`src/rtl/ifetch_buffer.sv`:
```
// ifetch_buffer: fetch stage feeding the single-cycle core from a
// two-entry tagged word buffer, refilled over a req/ready + rvalid bus.
// Ports:
//   clk, rst            clock, synchronous active-high reset
//   pc_i                core PC (bits [1:0] ignored)
//   flush_i             invalidate entries, drop any in-flight response
//   instr_o             hit word, else NOP_INSTR
//   instr_valid_o       combinational hit for pc_i (core advance enable)
//   mem_req_o           request valid toward instruction memory
//   mem_addr_o          word-aligned request address
//   mem_ready_i         request accepted when high with mem_req_o
//   mem_rvalid_i        response valid
//   mem_rdata_i         response data
//   fetch_count_o       number of accepted requests
module ifetch_buffer #(
  parameter logic        PREFETCH_EN = 1'b1,
  parameter logic [31:0] NOP_INSTR   = 32'h0000_0013
) (
  input  logic        clk,
  input  logic        rst,
  input  logic [31:0] pc_i,
  input  logic        flush_i,
  output logic [31:0] instr_o,
  output logic        instr_valid_o,
  output logic        mem_req_o,
  output logic [31:0] mem_addr_o,
  input  logic        mem_ready_i,
  input  logic        mem_rvalid_i,
  input  logic [31:0] mem_rdata_i,
  output logic [31:0] fetch_count_o
);

  typedef enum logic [1:0] {
    S_IDLE,
    S_REQ,
    S_WAIT
  } state_t;

  state_t      r_state;
  logic        r_v0;
  logic        r_v1;
  logic [29:0] r_tag0;
  logic [29:0] r_tag1;
  logic [31:0] r_data0;
  logic [31:0] r_data1;
  logic        r_lru;
  logic        r_drop;
  logic        r_req;
  logic [31:0] r_addr;
  logic [31:0] r_cnt;

  logic [29:0] w_tag;
  logic [29:0] w_ntag;
  logic        w_hit0;
  logic        w_hit1;
  logic        w_hit;
  logic        w_nhit;
  logic        w_vict;
  logic        w_unused;

  assign w_tag    = pc_i[31:2];
  assign w_ntag   = w_tag + 30'd1;
  assign w_unused = ^pc_i[1:0];

  assign w_hit0 = r_v0 && (r_tag0 == w_tag);
  assign w_hit1 = r_v1 && (r_tag1 == w_tag);
  assign w_hit  = w_hit0 || w_hit1;

  assign w_nhit = (r_v0 && (r_tag0 == w_ntag)) ||
                  (r_v1 && (r_tag1 == w_ntag));

  // Never overwrite the word the core is executing from;
  // fall back to lru when neither or both entries match.
  assign w_vict = (w_hit0 ^ w_hit1) ? w_hit0 : r_lru;

  assign instr_valid_o = w_hit;
  assign instr_o       = w_hit0 ? r_data0 :
                         w_hit1 ? r_data1 : NOP_INSTR;
  assign mem_req_o     = r_req;
  assign mem_addr_o    = r_addr;
  assign fetch_count_o = r_cnt;

  always_ff @(posedge clk) begin
    if (rst) begin
      r_state <= S_IDLE;
      r_v0    <= 1'b0;
      r_v1    <= 1'b0;
      r_tag0  <= '0;
      r_tag1  <= '0;
      r_data0 <= '0;
      r_data1 <= '0;
      r_lru   <= 1'b0;
      r_drop  <= 1'b0;
      r_req   <= 1'b0;
      r_addr  <= '0;
      r_cnt   <= '0;
    end else begin
      if (w_hit0) begin
        r_lru <= 1'b1;
      end else if (w_hit1) begin
        r_lru <= 1'b0;
      end
      case (r_state)
        S_IDLE: begin
          if (!w_hit) begin
            r_addr  <= {w_tag, 2'b00};
            r_req   <= 1'b1;
            r_state <= S_REQ;
          end else if (PREFETCH_EN && !w_nhit) begin
            r_addr  <= {w_ntag, 2'b00};
            r_req   <= 1'b1;
            r_state <= S_REQ;
          end
        end
        S_REQ: begin
          if (flush_i) begin
            r_drop <= 1'b1;
          end
          if (mem_ready_i) begin
            r_cnt   <= r_cnt + 32'd1;
            r_req   <= 1'b0;
            r_state <= S_WAIT;
          end
        end
        S_WAIT: begin
          if (flush_i) begin
            r_drop <= 1'b1;
          end
          if (mem_rvalid_i) begin
            if (!r_drop && !flush_i) begin
              if (w_vict) begin
                r_v1    <= 1'b1;
                r_tag1  <= r_addr[31:2];
                r_data1 <= mem_rdata_i;
              end else begin
                r_v0    <= 1'b1;
                r_tag0  <= r_addr[31:2];
                r_data0 <= mem_rdata_i;
              end
            end
            r_drop  <= 1'b0;
            r_state <= S_IDLE;
          end
        end
        default: begin
          r_req   <= 1'b0;
          r_state <= S_IDLE;
        end
      endcase
      // Flush wins over a fill landing on the same edge.
      if (flush_i) begin
        r_v0 <= 1'b0;
        r_v1 <= 1'b0;
      end
    end
  end

endmodule

```
`config.mk`:
```
export PLATFORM = sky130hd
export DESIGN_NAME = ifetch_buffer
export DESIGN_NICKNAME = d
export VERILOG_FILES = /design/src/rtl/ifetch_buffer.sv
export SDC_FILE = /design/constraint.sdc
export NUM_CORES = 1
export LEC_CHECK = 0
export CAP_MARGIN = 20
export CORE_UTILIZATION = 50
export DETAILED_ROUTE_END_ITERATION = 16
export GPL_TIMING_DRIVEN = 0
export PLACE_DENSITY = 0.79
export SKIP_CTS_REPAIR_TIMING = 1
export SYNTH_ARGS = -nofsm -noshare
export SYNTH_HDL_FRONTEND = slang
export SYNTH_SLANG_ARGS = --single-unit
```
`constraint.sdc`:
```
create_clock -name clk -period 6.6 [get_ports clk]
set_input_delay 1.65 -clock clk [delete_from_list [all_inputs] [get_ports clk]]
set_output_delay 1.65 -clock clk [all_outputs]
set_load 0.1 [all_outputs]
```
==> impl_results.md <==
- Placed wire-length estimate: 27.9 mm
- Worst Skew: 19.6 ps
- Gpl congestion: 0.999
- Core area: 21000 um2
- Tot Pwr: 0.00376 W
- Wire per inst: 20.1 um
- Prevailing post-synth register cell: dfxtp_1
- Setup crit end kind: output port
- Cell taking the most area after synthesis: dfxtp_1
- Mapped Area: 10700 um2
- Fin nets: 1639
- Post-Syn Area per Cell: 7.64 um2
- Crit path launch type: input pin
- #FFs+latches synth: 193
- Cells along the critical path: clkdlybuf4s50_1 -> buf_2 -> xor2_1 -> nor4_1 -> nand4_1 -> nor4_2 -> clkbuf_4 -> inv_1 -> ha_1 -> clkbuf_1 -> inv_4 -> buf_6
- Crit Path Class: in2out
- Sequential cell area fraction in the yosys report: 36.1%
- DRC errors left: 0
- Setup WS post-layout: 129 ps
- Max incr delay on CP: 530 ps
- CTS buffer count: 17
- Post-synth EDFFs: 0
- CTS tree: yes
- Pwr dens: 289 nW/um2
- Cells after synthesis: 1402
- Clock sink count: 193
- Ant diodes: 0
- CTS HTree Levels: 4
- Share of the synthesized area in the top cell type: 36.1%
- Reg clk slew, reported paths: 70 ps
- Area growth, synth to finish: 21.3%
- Post-placement cell area: 12500 um2
- Vias per cell: 5.85
- Drt pass-1 iters: 7
- Slew Limit Fails: 0
- Library cells used by synthesis: 72
- Hold crit path type: reg2reg
- Total congestion overflow: 0
- Maximum VDD drop: 0.205 mV
- Vias: 10829
- CP Data Arrival Time: 4820 ps
- Root Driver: clkbuf_16
- 1st-iter DRT viols: 891
- Final setup violation count: 0
- Share of layout cells above drive strength 1: 8.25%
- Relative slew margins: 30.9%
- Initial antenna violation count: 0
- # rows: 53
- Die width: 148 um
- Pre-CTS WS: -1700 ps
- Slew @ Worst Pin: 1030 ps
- Launch point of the worst path: pc_i[3]
- ANT nets after route: 0
- Global-route wire length before repair: 56.5 mm
- Reg-to-Reg Start: r_tag0[8]
- Wirelength, routed: 37.2 mm
- Initial core utilization: 51.0%
- Top-level port count: 167
- Synth area leaders: dfxtp_1, nand2_1, xor2_1
- Part of the cycle the worst path needs: 98.1%
- Yosys warns: 0
- Final Hold Fails: 0
- Total GRT Usage: 33.5%
- Setup TNS: 0 ps
- Clock Path Buffers: 2
- RSZ-0062 raised after global routing: yes
- Async SR Flop Fraction: 0%
- Outcome: complete, no violations
- Largest net degree at the start of global routing: 22
- Vias in the first global route: 10227
- Max cap viols: 0
- Non-filler instance count after layout: 1850
- Placed Cells: 1817
- Hold path start: r_data0[5]
- Maximum fanout along the worst path: 9
- Die Area: 22000 um2
- IO buf count: 139
- Worst-skew pair later-pin latency: 450 ps
- Post-route cell area: 13000 um2
- Chip height: 148 um
- Slowest stage cell, crit path: clkdlybuf4s50_1
- Final min period: 6470 ps
- Max Freq: 155 MHz
- Leak: 4.36 nW
- WP data required: 4950 ps
## final timing paths
path | cells past startpoint | endpoint | slack, ps
max | 12 | instr_valid_o | 130
min | 2 | r_data0[5] | 460
max reg2reg | 14 | r_tag0[10] | 1900
min reg2reg | 2 | r_data0[5] | 460
## metal layers
metal	track usage, %	share of wire, %	up-vias
met1	41.3	41	5107
met5	0	0	-
met3	7.58	8.0	89
met2	56.2	47	509
met4	13.9	3.8	0
li1	-	-	5124
## power by group
group          leakage, nW  internal (W)  total [W]  switching [W]
registers             1.56       0.00126    0.00138       0.000118
logic                 2.50      0.000343    0.00131       0.000969
clock network        0.289      0.000517    0.00107       0.000551
total                 4.36       0.00212    0.00376        0.00164
## kinds of logic (layout without fill, tap and decap cells)
| logic type | Yosys count | count (layout) | synth area share (%) |
|---|---|---|---|
| muxes | 8 | 8 | 0.759 |
| and+or+nand+nor | 563 | 563 | 25.4 |
| other | 1 | 2 | 0.0350 |
| xor gates and xnor gates | 155 | 155 | 12.7 |
| AOI/OAI and AO/OA | 310 | 310 | 17.6 |
| buffers and inverters | 165 | 337 | 6.61 |
| adders and majority gates | 7 | 7 | 0.817 |
| DFF | 193 | 193 | 36.1 |
## area by class of cell
cell class | instances | area (um2)
multi-input cells | 1045 | 6160
well taps | 275 | 344
plain buffers | 109 | 503
clock buffers | 17 | 425
clock inverters | 14 | 179
inverters | 56 | 213
repair buffers | 141 | 1310
fillers | 1929 | 8020
flip-flops and latches | 193 | 3860
## sequential cells by signal, indices dropped and copies added, names as in the netlist, 2 cells and up
register and flops:
r_tag1 30, r_state 2, mem_addr_o 30, r_tag0 30, r_data1 32, fetch_count_o 32, r_data0 32
## synth_stat cells, types with 3 or more instances
| cell type | instances |
|---|---|
| a2111oi_0 | 4 |
| a211oi_1 | 6 |
| a211oi_2 | 12 |
| a21oi_1 | 136 |
| a31oi_1 | 4 |
| a32oi_1 | 3 |
| and2_1 | 7 |
| and3_1 | 26 |
| and4_1 | 9 |
| buf_2 | 8 |
| buf_4 | 15 |
| buf_6 | 3 |
| clkbuf_1 | 81 |
| dfxtp_1 | 193 |
| ha_1 | 7 |
| inv_1 | 56 |
| mux2i_1 | 7 |
| nand2_1 | 267 |
| nand3_1 | 40 |
| nand4_1 | 37 |
| nand4b_1 | 5 |
| nor2_1 | 80 |
| nor2b_1 | 9 |
| nor3_1 | 33 |
| nor4_1 | 15 |
| o211a_1 | 4 |
| o211ai_1 | 5 |
| o21ai_0 | 73 |
| o21ai_1 | 8 |
| o31a_1 | 3 |
| o31ai_1 | 30 |
| or3_1 | 10 |
| or4_1 | 5 |
| xnor2_1 | 77 |
| xor2_1 | 78 |
## per-stage QoR
stage | hold slack (ps) | utilization, %
global placement | 442 | 59.3
CTS | 458 | 62.1
floorplan | 437 | -
finish | 460 | 61.8
global route | 478 | 61.8
detailed placement | 447 | 59.3
## critical path, delay by kind of cell
family / cells / cell delay (ps)
XOR/XNOR: 1 / 150
adder cells (fa/ha/maj): 1 / 220
buffers and inverters: 7 / 1920
AND/OR/NAND/NOR: 3 / 870
## placed cells by master (no fill, tap or decap), drive strengths merged, types with 11 or more instances in the layout
cell type / Yosys / layout
a211oi: 18 / 18
a21oi: 136 / 136
and3: 26 / 26
buf: 28 / 36
clkbuf: 81 / 124
clkdlybuf4s50: 0 / 106
dfxtp: 193 / 193
inv: 56 / 63
nand2: 268 / 268
nand3: 42 / 42
nand4: 40 / 40
nor2: 80 / 80
nor3: 34 / 34
nor4: 18 / 18
o21ai: 81 / 81
o31ai: 30 / 30
or3: 11 / 11
xnor2: 77 / 77
xor2: 78 / 78
Power figures use the tool's default switching activity.
